<file path="src/rtl/op_decode_stage_pkg.sv">
// op_decode_stage_pkg
//   Shared encodings for the TIS-100 node decode path: opcodes, targets,
//   control-field encodings and the packed control-field record that both
//   register entries of op_decode_stage store.
//   Build option: OP_DECODE_ILLEGAL_TRAP_EN (consumed by op_decode_stage).
package op_decode_stage_pkg;

    // Opcodes
    localparam logic [3:0] OP_NOP = 4'd0;
    localparam logic [3:0] OP_MOV = 4'd1;
    localparam logic [3:0] OP_SWP = 4'd2;
    localparam logic [3:0] OP_SAV = 4'd3;
    localparam logic [3:0] OP_ADD = 4'd4;
    localparam logic [3:0] OP_SUB = 4'd5;
    localparam logic [3:0] OP_NEG = 4'd6;
    localparam logic [3:0] OP_JMP = 4'd7;
    localparam logic [3:0] OP_JEZ = 4'd8;
    localparam logic [3:0] OP_JNZ = 4'd9;
    localparam logic [3:0] OP_JGZ = 4'd10;
    localparam logic [3:0] OP_JLZ = 4'd11;
    localparam logic [3:0] OP_JRO = 4'd12;

    // Targets
    localparam logic [2:0] TGT_NIL   = 3'd0;
    localparam logic [2:0] TGT_ACC   = 3'd1;
    localparam logic [2:0] TGT_UP    = 3'd2;
    localparam logic [2:0] TGT_DOWN  = 3'd3;
    localparam logic [2:0] TGT_LEFT  = 3'd4;
    localparam logic [2:0] TGT_RIGHT = 3'd5;
    localparam logic [2:0] TGT_ANY   = 3'd6;
    localparam logic [2:0] TGT_LAST  = 3'd7;

    localparam logic [1:0] INSTR_ALU_ADD = 2'd0;
    localparam logic [1:0] INSTR_ALU_SUB = 2'd1;
    localparam logic [1:0] INSTR_ALU_NEG = 2'd2;

    localparam logic [1:0] INSTR_REG_NONE  = 2'd0;
    localparam logic [1:0] INSTR_REG_WRITE = 2'd1;
    localparam logic [1:0] INSTR_REG_SWP   = 2'd2;
    localparam logic [1:0] INSTR_REG_SAV   = 2'd3;

    localparam logic [1:0] IN_MUX_SEL_CONST = 2'd0;
    localparam logic [1:0] IN_MUX_SEL_ACC   = 2'd1;
    localparam logic [1:0] IN_MUX_SEL_DIR   = 2'd2;

    localparam logic OUT_MUX_SEL_IN  = 1'b0;
    localparam logic OUT_MUX_SEL_ALU = 1'b1;

    // Immediate is kept outside this record since its width is a parameter.
    typedef struct packed {
        logic [3:0] pc_instr;
        logic [1:0] alu_instr;
        logic [1:0] registers_instr;
        logic [1:0] in_mux_sel;
        logic       out_mux_sel;
        logic [2:0] src;
        logic [2:0] dst;
        logic       port_rd;
        logic       port_wr;
        logic       illegal;
    } ctrl_t;

    // UP..LAST are the neighbour/port targets.
    function automatic logic is_port(input logic [2:0] t);
        return t >= TGT_UP;
    endfunction

endpackage

</file>
<file path="src/rtl/op_decode_stage_fields.sv">
// op_fields_decode
//   Purely combinational op_code -> control-field decode.
//   op_code layout, MSB first: [op 4 | src 3 | imm IMM_WIDTH | dst 3].
//   Ports:
//     op_code_i  in   instruction word (10+IMM_WIDTH bits)
//     ctrl_o     out  decoded control fields
//     imm_o      out  immediate sign-extended to DATA_WIDTH
module op_fields_decode
    import op_decode_stage_pkg::*;
#(
    parameter int IMM_WIDTH  = 11,
    parameter int DATA_WIDTH = 11
) (
    input  logic [10+IMM_WIDTH-1:0] op_code_i,
    output ctrl_t                   ctrl_o,
    output logic [DATA_WIDTH-1:0]   imm_o
);
    localparam int OCW = 10 + IMM_WIDTH;

    logic [3:0]                  op;
    logic [2:0]                  src;
    logic [2:0]                  dst;
    logic signed [IMM_WIDTH-1:0] imm_f;
    logic                        illegal;
    logic [3:0]                  eff_op;

    assign op      = op_code_i[OCW-1 -: 4];
    assign src     = op_code_i[OCW-5 -: 3];
    assign imm_f   = $signed(op_code_i[IMM_WIDTH+2:3]);
    assign dst     = op_code_i[2:0];
    assign illegal = op > OP_JRO;
    // Illegal opcodes decode exactly like a NOP carrying the same operands.
    assign eff_op  = illegal ? OP_NOP : op;

    assign imm_o = DATA_WIDTH'(imm_f);

    always_comb begin
        ctrl_o          = '0;
        ctrl_o.pc_instr = eff_op;
        ctrl_o.src      = src;
        ctrl_o.dst      = dst;
        ctrl_o.illegal  = illegal;
        ctrl_o.port_rd  = is_port(src);
        ctrl_o.port_wr  = (eff_op == OP_MOV) && is_port(dst);

        case (eff_op)
            OP_SUB:  ctrl_o.alu_instr = INSTR_ALU_SUB;
            OP_NEG:  ctrl_o.alu_instr = INSTR_ALU_NEG;
            default: ctrl_o.alu_instr = INSTR_ALU_ADD;
        endcase

        case (eff_op)
            OP_MOV, OP_ADD, OP_SUB, OP_NEG: ctrl_o.registers_instr = INSTR_REG_WRITE;
            OP_SWP:                         ctrl_o.registers_instr = INSTR_REG_SWP;
            OP_SAV:                         ctrl_o.registers_instr = INSTR_REG_SAV;
            default:                        ctrl_o.registers_instr = INSTR_REG_NONE;
        endcase

        case (src)
            TGT_NIL: ctrl_o.in_mux_sel = IN_MUX_SEL_CONST;
            TGT_ACC: ctrl_o.in_mux_sel = IN_MUX_SEL_ACC;
            default: ctrl_o.in_mux_sel = IN_MUX_SEL_DIR;
        endcase

        ctrl_o.out_mux_sel = (eff_op == OP_MOV) ? OUT_MUX_SEL_IN : OUT_MUX_SEL_ALU;
    end

endmodule

</file>
<file path="src/rtl/op_decode_stage.sv">
// op_decode_stage
//   Registered, valid/ready decode stage between fetch and execute, with a
//   2-entry (output + skid) buffer, flush on taken branch and illegal-opcode
//   detection. Build option OP_DECODE_ILLEGAL_TRAP_EN: an illegal opcode
//   reaching the output register freezes the stage until rst.
//   Ports:
//     clk, rst              clock, async active-high reset
//     in_valid/in_ready     fetch handshake (in_ready is a flop)
//     op_code               instruction word
//     flush                 taken branch, drops all held words
//     out_valid/out_ready   execute handshake
//     pc_instr..illegal     registered decoded fields, imm sign-extended
module op_decode_stage
    import op_decode_stage_pkg::*;
#(
    parameter int IMM_WIDTH  = 11,
    parameter int DATA_WIDTH = 11
) (
    input  logic                    clk,
    input  logic                    rst,
    input  logic                    in_valid,
    output logic                    in_ready,
    input  logic [10+IMM_WIDTH-1:0] op_code,
    input  logic                    flush,
    output logic                    out_valid,
    input  logic                    out_ready,
    output logic [3:0]              pc_instr,
    output logic [1:0]              alu_instr,
    output logic [1:0]              registers_instr,
    output logic [1:0]              in_mux_sel,
    output logic                    out_mux_sel,
    output logic [2:0]              src,
    output logic [2:0]              dst,
    output logic [DATA_WIDTH-1:0]   imm,
    output logic                    port_rd,
    output logic                    port_wr,
    output logic                    illegal
);
    ctrl_t                 dec_ctrl;
    logic [DATA_WIDTH-1:0] dec_imm;

    op_fields_decode #(.IMM_WIDTH(IMM_WIDTH), .DATA_WIDTH(DATA_WIDTH)) u_dec (
        .op_code_i (op_code),
        .ctrl_o    (dec_ctrl),
        .imm_o     (dec_imm)
    );

    ctrl_t                 out_ctrl_q, out_ctrl_d, skid_ctrl_q, skid_ctrl_d;
    logic [DATA_WIDTH-1:0] out_imm_q, out_imm_d, skid_imm_q, skid_imm_d;
    logic                  out_valid_q, out_valid_d, skid_valid_q, skid_valid_d;
    logic                  in_ready_q, in_ready_d, trap_q, trap_d;
    logic                  in_xfer, out_xfer;

    assign in_xfer  = in_valid & in_ready_q;
    assign out_xfer = out_valid_q & out_ready;

    always_comb begin
        out_ctrl_d   = out_ctrl_q;
        out_imm_d    = out_imm_q;
        skid_ctrl_d  = skid_ctrl_q;
        skid_imm_d   = skid_imm_q;
        out_valid_d  = out_valid_q;
        skid_valid_d = skid_valid_q;
        trap_d       = trap_q;

        if (trap_q) begin
            // Trapped: everything holds until rst.
        end else if (flush) begin
            out_valid_d  = 1'b0;
            skid_valid_d = 1'b0;
        end else if (out_xfer || !out_valid_q) begin
            // Output register free or draining. A full skid implies
            // in_ready was low, so no input can collide with the refill.
            if (skid_valid_q) begin
                out_ctrl_d   = skid_ctrl_q;
                out_imm_d    = skid_imm_q;
                out_valid_d  = 1'b1;
                skid_valid_d = 1'b0;
            end else if (in_xfer) begin
                out_ctrl_d  = dec_ctrl;
                out_imm_d   = dec_imm;
                out_valid_d = 1'b1;
            end else begin
                out_valid_d = 1'b0;
            end
        end else if (in_xfer) begin
            skid_ctrl_d  = dec_ctrl;
            skid_imm_d   = dec_imm;
            skid_valid_d = 1'b1;
        end

`ifdef OP_DECODE_ILLEGAL_TRAP_EN
        trap_d = trap_q | (out_valid_d & out_ctrl_d.illegal);
`endif

        // Registered ready: accept only while the skid entry will be free.
        in_ready_d = !skid_valid_d && !trap_d;
    end

    always_ff @(posedge clk or posedge rst) begin
        if (rst) begin
            out_ctrl_q   <= '0;
            out_imm_q    <= '0;
            skid_ctrl_q  <= '0;
            skid_imm_q   <= '0;
            out_valid_q  <= 1'b0;
            skid_valid_q <= 1'b0;
            in_ready_q   <= 1'b1;
            trap_q       <= 1'b0;
        end else begin
            out_ctrl_q   <= out_ctrl_d;
            out_imm_q    <= out_imm_d;
            skid_ctrl_q  <= skid_ctrl_d;
            skid_imm_q   <= skid_imm_d;
            out_valid_q  <= out_valid_d;
            skid_valid_q <= skid_valid_d;
            in_ready_q   <= in_ready_d;
            trap_q       <= trap_d;
        end
    end

    assign in_ready        = in_ready_q;
    assign out_valid       = out_valid_q;
    assign pc_instr        = out_ctrl_q.pc_instr;
    assign alu_instr       = out_ctrl_q.alu_instr;
    assign registers_instr = out_ctrl_q.registers_instr;
    assign in_mux_sel      = out_ctrl_q.in_mux_sel;
    assign out_mux_sel     = out_ctrl_q.out_mux_sel;
    assign src             = out_ctrl_q.src;
    assign dst             = out_ctrl_q.dst;
    assign imm             = out_imm_q;
    assign port_rd         = out_ctrl_q.port_rd;
    assign port_wr         = out_ctrl_q.port_wr;
    assign illegal         = out_ctrl_q.illegal;

endmodule

</file>
<file path="config.mk">
export PLATFORM = sky130hd
export DESIGN_NAME = op_decode_stage
export DESIGN_NICKNAME = d
export VERILOG_FILES = /design/src/rtl/op_decode_stage_pkg.sv /design/src/rtl/op_decode_stage_fields.sv /design/src/rtl/op_decode_stage.sv
export SDC_FILE = /design/constraint.sdc
export NUM_CORES = 1
export LEC_CHECK = 0
export CORE_AREA = 2 2 66 130
export CTS_CLUSTER_DIAMETER = 60
export DETAILED_ROUTE_END_ITERATION = 6
export DIE_AREA = 0 0 68 132
export RECOVER_POWER = 25
export SLEW_MARGIN = 10
export SYNTH_ARGS = -nofsm -noshare
export SYNTH_HDL_FRONTEND = slang
export SYNTH_SLANG_ARGS = --single-unit
</file>
<file path="constraint.sdc">
create_clock -name clk -period 4.55 [get_ports clk]
set_input_delay 0.6825 -clock clk [delete_from_list [all_inputs] [get_ports clk]]
set_output_delay 0.6825 -clock clk [all_outputs]
set_load 0.03 [all_outputs]
</file>
==> results.ini, run 1 <==
[drt]
vias=1859
firstDrtPassIters=3
drtIter0Drc=75
wl_per_cell_um=15.0
final_antenna_net_count=0
via_per_inst=5.02
drt-total-wl_mm=5.56
route.detailed.drc=0

[grt]
antenna_found_initial=0
track_usage_pct=14.3
grt_pass1_wl_mm=9.60
grt-ovfl-total=0
grt_max_degree=46
grt_pass1_vias=1956

[critical_path]
worstPathArrival_ns=3.54
slowest_stage=dfrtp_1
crit_type=reg2reg
path_buf_inv=1
slowest_delay_ns=1.37
cp.required_ns=4.75
r2r-end=imm[3]
cpLargestDelayFamily=flip-flops
rrSetupSlack_ns=1.22
reg2reg_from=skid_valid_q
worstSetupEndpointType=register
critPathLaunchType=register
cp_max_fo=38
path_cells=a21oi_1 -> nor3b_4 -> buf_4 -> mux2_2
path_depth=4
reg2regPathDepth=4

[power_and_ir_drop]
p_sw_share_pct=27.1
p_leak_nw=1.62
ir_drop_mv=0.253
p_total_w=0.00173
switchingPower_w=0.000467
p_int_w=0.00126
clockPowerShare_pct=33.8
seq_power_share_pct=43.4
p_per_area_nw_per_um2=448
p_comb_share_pct=22.8

[clock_tree]
cts_setup_buffers=0
cts_inserted_buffers=9
clk-insertion-delay-late_ns=0.32
cts_root_buf=clkbuf_16
clkTransAtPathRegs_ns=0.05
clk_path_buf_depth=2
hold_buffers=0
cts_tree=built
post_cts_resized=0
h-tree-depth=3
cts.sinks=65

[sta]
slew_headroom_pct=-10.3
setup-violations-final=0
finalClockSkew_ns=0.00378
worstMarginPinSlew_ns=1.65
slew_violations=85
min_period_ns=3.33
whs_ns=0.478
fmax_ghz=0.300
fin_tns_setup_ns=0
grt_setup_unrepaired=no
fin_crit_sh_pct=73.2
finalHoldViolCount=0

[logic_synthesis]
synth_edf_count=0
yosysTopAreaCell=dfrtp_1
ys_seq_area_share_pct=55.3
synth.distinct_cells=30
synthSimpleGateAreaFrac_pct=5.10
synth_ff_type=dfrtp_1
synth_top_family_by_area=multiplexers
ys_ff_latch=65
synthMuxAreaShare_pct=32.7
synth_adder_area_share_pct=0
syn_nets=238
syn_area_per_cell_um2=13.9
yosys_warnings=0
synthXorXnorAreaFrac_pct=0
synth_async_sr_flop_share_pct=100
synth_cells=212
synth.area.top_cells=dfrtp_1, mux2_2, mux2i_1
syn_area_um2=2940
synth_top_area_share_pct=54.4
synth_compound_area_share_pct=3.31

[flow_run]
drv_cap=2

[floorplan]
start_util_pct=37.1
fp.dieArea_um2=8980
die_y_um=132
rows=46
core_area_um2=7940
die_w_um=68
ios=59

[hold_path]
hold_start=skid_ctrl_q[10]
hold_path_end=skid_ctrl_q[10]
hold_path.class=reg2reg
hold_depth=1

[cells_and_area]
fin_util_pct=48.5
final_layout_size_suffix_gt1_share_pct=35.0
final_cell_area_um2=3850
layout_commonest_cell=mux2_2
mostFrequentLayoutCells=mux2_2, dfrtp_1, clkdlybuf4s50_1
insertedDiodeCount=0
nets=297
area_growth_pct=30.8

[place]
placed_cell_area_um2=3610
finalWeightedCongestion=0.672
dp_hpwl_mm=3.69
numPortBuffers=58

[run_status]
outcome=complete, but fails checks
violations=max-capacitance violations, max-slew violations

state kept, by name, indices dropped and copies added, names as in the netlist, 2 cells and up:
register	count
pc_instr	4
dst	3
alu_instr	2
skid_imm_q	11
skid_ctrl_q	20
imm	11
src	3
registers_instr	2
in_mux_sel	2
routing by layer:
metal | wire [um] | track usage, %
met1 | 2380 | 17.6
met3 | 255 | 4.78
met5 | 0 | 0
met4 | 129 | 6.67
met2 | 2790 | 22.2
synth_stat cells, types with 2 or more instances:
| cell | number |
|---|---|
| nand2_1 | 7 |
| mux2_2 | 75 |
| buf_6 | 2 |
| a22o_1 | 2 |
| clkbuf_1 | 3 |
| dfrtp_1 | 64 |
| inv_1 | 9 |
| mux2i_1 | 8 |
| nor3_1 | 4 |
| buf_2 | 7 |
| mux2_1 | 2 |
| nor3b_1 | 2 |
| o21ai_0 | 2 |
| nor2b_1 | 2 |
| a21oi_1 | 4 |
| a21boi_0 | 2 |
| o41ai_1 | 2 |
| nor2_1 | 3 |
worst max path at each step:
| stage | startpoint | endpoint | slack, ns |
|---|---|---|---|
| after global routing | skid_valid_q | imm[3] | 0.91 |
| after floorplan | rst | alu_instr[0] | 2.24 |
| after detailed placement | in_valid | imm[3] | 1.52 |
| after CTS | skid_valid_q | imm[3] | 1.67 |
| after global placement | in_valid | imm[1] | 1.59 |
| final | skid_valid_q | imm[3] | 1.22 |
power by group through the flow:
| stage | Clock (W) | Sequential (W) | Combinational (W) |
|---|---|---|---|
| 2_1_floorplan | 0 | 0.000842 | 0.000151 |
| 3_3_place_gp | 0 | 0.000756 | 0.000392 |
| 3_5_place_dp | 0 | 0.000759 | 0.000400 |
| 4_1_cts | 0.000602 | 0.000751 | 0.000401 |
| 5_1_grt | 0.000632 | 0.000765 | 0.000423 |
| 6_report | 0.000583 | 0.000748 | 0.000393 |
layout make-up:
type,instances,area (um^2)
inverters,9,33.8
clock inverters,1,5.00
fillers,749,4090
multi-input cells,125,1220
flip-flops and latches,65,1630
clock buffers,13,240
well taps,96,120
repair buffers,61,603
stage by stage:
step                worst slack (ns)  cells
finish                          1.22    370
global route                   0.906    370
CTS                             1.67    370
global placement                1.59    356
floorplan                       2.24    212
detailed placement              1.52    356
cell families after synthesis:
kind of cell / Yosys count
muxes: 86
DFF: 65
and+or+nand+nor: 25
buffers and inverters: 22
AOI/OAI and AO/OA: 14
No activity file was read; power rests on OpenSTA's default activity.
==> run 2: changes to the inputs <==
- clock period: 4.55 -> 3.31 ns (I/O delays scaled with it)
==> run 2 against run 1 <==
The run now ends clean. Clock power grew 42%. Core utilization up 0.43 points. Wire length shrank 0.81%. Final cell count rose by 0.54%. Global-route usage fell by 0.11 points. Largest cell class unchanged. Highest routed layer unchanged.
==> results.ini, run 2 (synthesis gave the netlist of run 1 again) <==
[sta]
slew_violations=0  ; -100%
setup-violations-final=0  ; unchanged
slew_headroom_pct=13.2  ; +23 points
whs_ns=0.484  ; +0.00555 ns
finalClockSkew_ns=0.00518  ; +0.00140 ns
finalHoldViolCount=0  ; unchanged
min_period_ns=2.17  ; -1.16 ns
fmax_ghz=0.461  ; +54%
grt_setup_unrepaired=no
fin_tns_setup_ns=0  ; unchanged
fin_crit_sh_pct=65.6  ; -7.7 points
worstMarginPinSlew_ns=1.30  ; -0.352 ns

[cells_and_area]
nets=298  ; +0.34%
fin_util_pct=48.9  ; +0.43 points
area_growth_pct=32.0
largest_register_ffs=20  ; unchanged
seq_area_um2=1630  ; about the same
final_layout_size_suffix_gt1_share_pct=35.5  ; +0.47 points
multi_input_area_um2=1220  ; unchanged
top_register=skid_ctrl_q
nFillCells=745  ; -0.53%
insertedDiodeCount=0  ; unchanged
mostFrequentLayoutCells=mux2_2, dfrtp_1, clkdlybuf4s50_1
layout_commonest_cell=mux2_2
instances_no_fill=372  ; +0.54%

[grt]
grt_max_degree=39  ; -15%
grt_pass1_vias=1829  ; -6.5%
grt_pass1_wl_mm=9.24  ; -3.8%
antenna_found_initial=0  ; unchanged
grt-ovfl-total=0  ; unchanged
track_usage_pct=14.2  ; -0.11 points

[place]
finalWeightedCongestion=0.755  ; +12%
dp_hpwl_mm=3.64  ; -1.3%
numPortBuffers=58  ; unchanged
dp_cells=357  ; +0.28%

[floorplan]
ios=59  ; unchanged
core_area_um2=7940  ; unchanged
start_util_pct=37.1  ; unchanged
die_w_um=68  ; unchanged
die_y_um=132  ; unchanged
rows=46  ; unchanged
fp.dieArea_um2=8980  ; unchanged

[hold_path]
hold_path.class=reg2reg

[critical_path]
worstPathArrival_ns=2.38  ; -1.16 ns
crit_type=reg2reg
critPathLaunchType=register
path_buf_inv=1  ; unchanged
cpLargestDelayFamily=flip-flops
slowest_stage=dfrtp_2
cp_max_fo=38  ; unchanged
cp.required_ns=3.52  ; -1.23 ns
worstSetupEndpointType=register
path_cells=a21oi_1 -> nor3b_4 -> buf_4 -> mux2_2
slowest_delay_ns=0.92  ; -0.45 ns

[power_and_ir_drop]
ir_drop_mv=0.313  ; +24%
p_comb_share_pct=22.6  ; -0.2 points
p_int_w=0.00176  ; +40%
p_sw_share_pct=26.6  ; -0.46 points
p_leak_nw=1.63  ; +0.78%
seq_power_share_pct=42.9  ; -0.5 points
p_per_area_nw_per_um2=617  ; +38%
switchingPower_w=0.000638  ; +37%
clockPowerShare_pct=34.5  ; +0.7 points

[clock_tree]
cts.sinks=65  ; unchanged
cts_setup_buffers=0  ; unchanged
cts_root_buf=clkbuf_16
cts_tree=built
clkTransAtPathRegs_ns=0.05  ; about the same
h-tree-depth=3  ; unchanged
post_cts_resized=0  ; unchanged
hold_buffers=0  ; unchanged
clk-insertion-delay-late_ns=0.32  ; about the same
clk_path_buf_depth=2  ; unchanged
cts_inserted_buffers=9  ; unchanged

[drt]
wl_per_cell_um=14.8  ; -1.3%
final_antenna_net_count=0  ; unchanged
drt-total-wl_mm=5.51  ; -0.81%
vias=1848  ; -0.59%
firstDrtPassIters=3  ; unchanged
drtIter0Drc=64  ; -15%
via_per_inst=4.97  ; -1.1%
route.detailed.drc=0  ; unchanged

[run_status]
outcome=finished clean

[flow_run]
drv_cap=0  ; -2

-- run 2: cell count changes in the layout (fill, tap and decap cells not counted), sizes merged --
cell,before,now
clkbuf,13,15
buf,3,4
clkinv,1,0
-- run 2: power by group through the flow --
| stage | combinational [W] | clock (W) | sequential [W] |
|---|---|---|---|
| 6_report | 0.000542 | 0.000827 | 0.00103 |
| 3_3_place_gp | 0.000546 | 0 | 0.00103 |
| 3_5_place_dp | 0.000551 | 0 | 0.00104 |
| 4_1_cts | 0.000553 | 0.000859 | 0.00103 |
| 2_1_floorplan | 0.000208 | 0 | 0.00116 |
| 5_1_grt | 0.000581 | 0.000895 | 0.00105 |
-- run 2: path summary, 6_finish.rpt --
check                      cells after the start  slack (ns)              end            start
min reg2reg                                    1        0.48  skid_ctrl_q[10]  skid_ctrl_q[10]
max reg2reg                                    4        1.14           imm[8]     skid_valid_q
min                                            1        0.48  skid_ctrl_q[10]  skid_ctrl_q[10]
max in group asynchronous                      2        1.47     skid_valid_q              rst
max                                            4        1.14           imm[8]     skid_valid_q
min in group asynchronous                      2        0.98           imm[2]              rst
-- run 2: worst reg2reg max path, delay by kind of cell, from the launching register on --
| family | cells | cell delay (ns) |
|---|---|---|
| mux | 1 | 0.38 |
| flops | 1 | 0.92 |
| buf+inv | 1 | 0.30 |
| simple gates | 1 | 0.25 |
| compound gates | 1 | 0.22 |
-- run 2: area by class of cell --
cell class | count | area share [%]
well taps | 96 | 3.09
inverters | 9 | 0.870
repair buffers | 62 | 16.0
multi-input cells | 125 | 31.4
flip-flops and latches | 65 | 41.9
clock buffers | 15 | 6.63
-- run 2: per-layer routing --
layer | part of all wire (%) | track usage [%] | wire length, um
met1 | 43 | 17.7 | 2380
met2 | 50 | 20.9 | 2750
met3 | 4.2 | 4.10 | 230
met5 | 0 | 0 | 0
met4 | 2.6 | 9.33 | 146
-- run 2: per-stage QoR --
step	total power, W	instance area (um^2)	worst slack, ns
after global placement	0.00158	3630	0.956
after detailed placement	0.00159	3630	0.923
after CTS	0.00244	3880	1.08
final	0.00240	3880	1.14
after global routing	0.00252	3880	0.977
after floorplan	0.00137	2940	1.19
==> run 3: changes to the inputs <==
- clock period: 3.31 -> 2 ns (I/O delays scaled with it)
==> run 3 against run 2 <==
Total power up 69%. Combinational power grew 72%. Wire length is 7.4% higher. Clock power rose by 72%. Via count grew 2.5%. Sequential share of layout area down 1.0 points. Clock skew shrank 0.0016 ns. Die area did not move. Final cell count increased by 1.9%. Count of clock-buffer cells in the layout fell by 2. Critical endpoint is now in_ready.
==> results.ini, run 3 (synthesis gave the netlist of run 1 again) <==
[flow_run]
drv_cap=0  ; unchanged

[hold_path]
hold_path.class=in2async

[grt]
antenna_found_initial=0  ; unchanged
grt_max_degree=32  ; -18%
grt_pass1_wl_mm=9.90  ; +7.2%
grt-ovfl-total=0  ; unchanged
grt_pass1_vias=2028  ; +11%
track_usage_pct=14.9  ; +0.65 points

[clock_tree]
cts_tree=built
clk-insertion-delay-late_ns=0.32  ; about the same
hold_buffers=0  ; unchanged
cts_setup_buffers=0  ; unchanged
h-tree-depth=3  ; unchanged
cts_inserted_buffers=9  ; unchanged
cts.sinks=65  ; unchanged
post_cts_resized=0  ; unchanged
cts_root_buf=clkbuf_16
clkTransAtPathRegs_ns=0.05  ; about the same
clk_path_buf_depth=2  ; unchanged

[drt]
drtIter0Drc=75  ; +17%
vias=1894  ; +2.5%
via_per_inst=5.00  ; +0.60%
route.detailed.drc=0  ; unchanged
final_antenna_net_count=0  ; unchanged
drt-total-wl_mm=5.92  ; +7.4%
firstDrtPassIters=4  ; +1
wl_per_cell_um=15.6  ; +5.5%

[power_and_ir_drop]
p_per_area_nw_per_um2=1020  ; +65%
ir_drop_mv=0.572  ; +83%
p_leak_nw=1.69  ; +3.3%

[cells_and_area]
top_register=skid_ctrl_q
nets=307  ; +3.0%
insertedDiodeCount=0  ; unchanged
layout_commonest_cell=mux2_2
mostFrequentLayoutCells=mux2_2, dfrtp_1, clkdlybuf4s50_1
largest_register_ffs=20  ; unchanged
nFillCells=739  ; -0.81%
instances_no_fill=379  ; +1.9%
final_layout_size_suffix_gt1_share_pct=38.2  ; +2.7 points
fin_util_pct=50.2  ; +1.2 points
area_growth_pct=35.3

[sta]
setup-violations-final=0  ; unchanged
setup_ws_ns=0.167  ; -0.974 ns
grt_setup_unrepaired=no
finalClockSkew_ns=0.00359  ; -0.00160 ns
min_period_ns=1.83
fin_crit_sh_pct=91.7
fmax_ghz=0.545
finalHoldViolCount=0  ; unchanged
fin_tns_setup_ns=0  ; unchanged
worstMarginPinSlew_ns=0.772  ; -0.529 ns
slew_headroom_pct=48.5  ; +35 points
slew_violations=0  ; unchanged

[place]
numPortBuffers=58  ; unchanged
dp_hpwl_mm=4.08  ; +12%
dp_slack_ns=0.0601  ; -0.863 ns
finalWeightedCongestion=0.716  ; -5.1%
dp_cells=366  ; +2.5%

[floorplan]
die_w_um=68  ; unchanged
ios=59  ; unchanged
die_y_um=132  ; unchanged
core_area_um2=7940  ; unchanged
start_util_pct=37.1  ; unchanged
rows=46  ; unchanged
fp.dieArea_um2=8980  ; unchanged

[run_status]
outcome=finished clean

[critical_path]
cp.required_ns=1.70  ; -1.82 ns
critPathLaunchType=register
crit_type=reg2out
cp_max_fo=3  ; -92%
slowest_stage=clkdlybuf4s50_1
reg2regPathDepth=4  ; unchanged
cpLargestDelayFamily=buffers and inverters
path_cells=clkdlybuf4s50_1
path_depth=1  ; -3
path_buf_inv=1  ; unchanged
worstSetupEndpointType=output pin
slowest_delay_ns=0.67  ; -0.25 ns
worstPathArrival_ns=1.53  ; -0.85 ns

==> run 3: cell types whose count changed in the layout (fill, tap and decap cells not counted), sizes merged <==
cell / previous run / this run
buf: 4 / 11
==> run 3: final cells by class <==
class / count / area, um^2 / area share, %
clock buffer: 13 / 270 / 6.78
multi-input combinational: 125 / 1220 / 30.7
timing repair buffer: 71 / 709 / 17.8
inverter: 9 / 33.8 / 0.848
sequential: 65 / 1630 / 40.9
tap: 96 / 120 / 3.02
==> run 3: layer usage <==
metal  global-route usage (%)  wire length [um]  up-vias
met3                     3.16               203        8
met5                        0                 0        -
met4                     8.67               131        0
met1                     16.8              2390      960
met2                     24.8              3190       37
li1                         -                 -      889
==> run 3: power by group <==
| group | leakage (nW) | internal, W | total, W | switching [W] |
|---|---|---|---|---|
| clock | 0.134 | 0.000918 | 0.00142 | 0.000501 |
| combinational | 0.760 | 0.000482 | 0.000930 | 0.000448 |
| sequential | 0.795 | 0.00157 | 0.00169 | 0.000120 |
==> run 3: through the flow <==
step	area, um^2	power, W	hold slack (ns)
4_1_cts	4000	0.00412	0.210
3_5_place_dp	3730	0.00267	0.475
2_1_floorplan	2940	0.00226	0.363
3_3_place_gp	3730	0.00264	0.466
6_report	3980	0.00404	0.383
5_1_grt	3980	0.00424	0.402
==> run 3: final timing paths <==
| kind | slack, ns | startpoint | to |
|---|---|---|---|
| setup reg to reg | 0.34 | in_ready | port_wr |
| max in group asynchronous | 0.55 | rst | skid_valid_q |
| min in group clk | 0.49 | skid_ctrl_q[10] | skid_ctrl_q[10] |
| hold reg to reg | 0.49 | skid_ctrl_q[10] | skid_ctrl_q[10] |
| hold / removal | 0.38 | rst | imm[2] |
| setup / recovery | 0.17 | in_ready | in_ready |
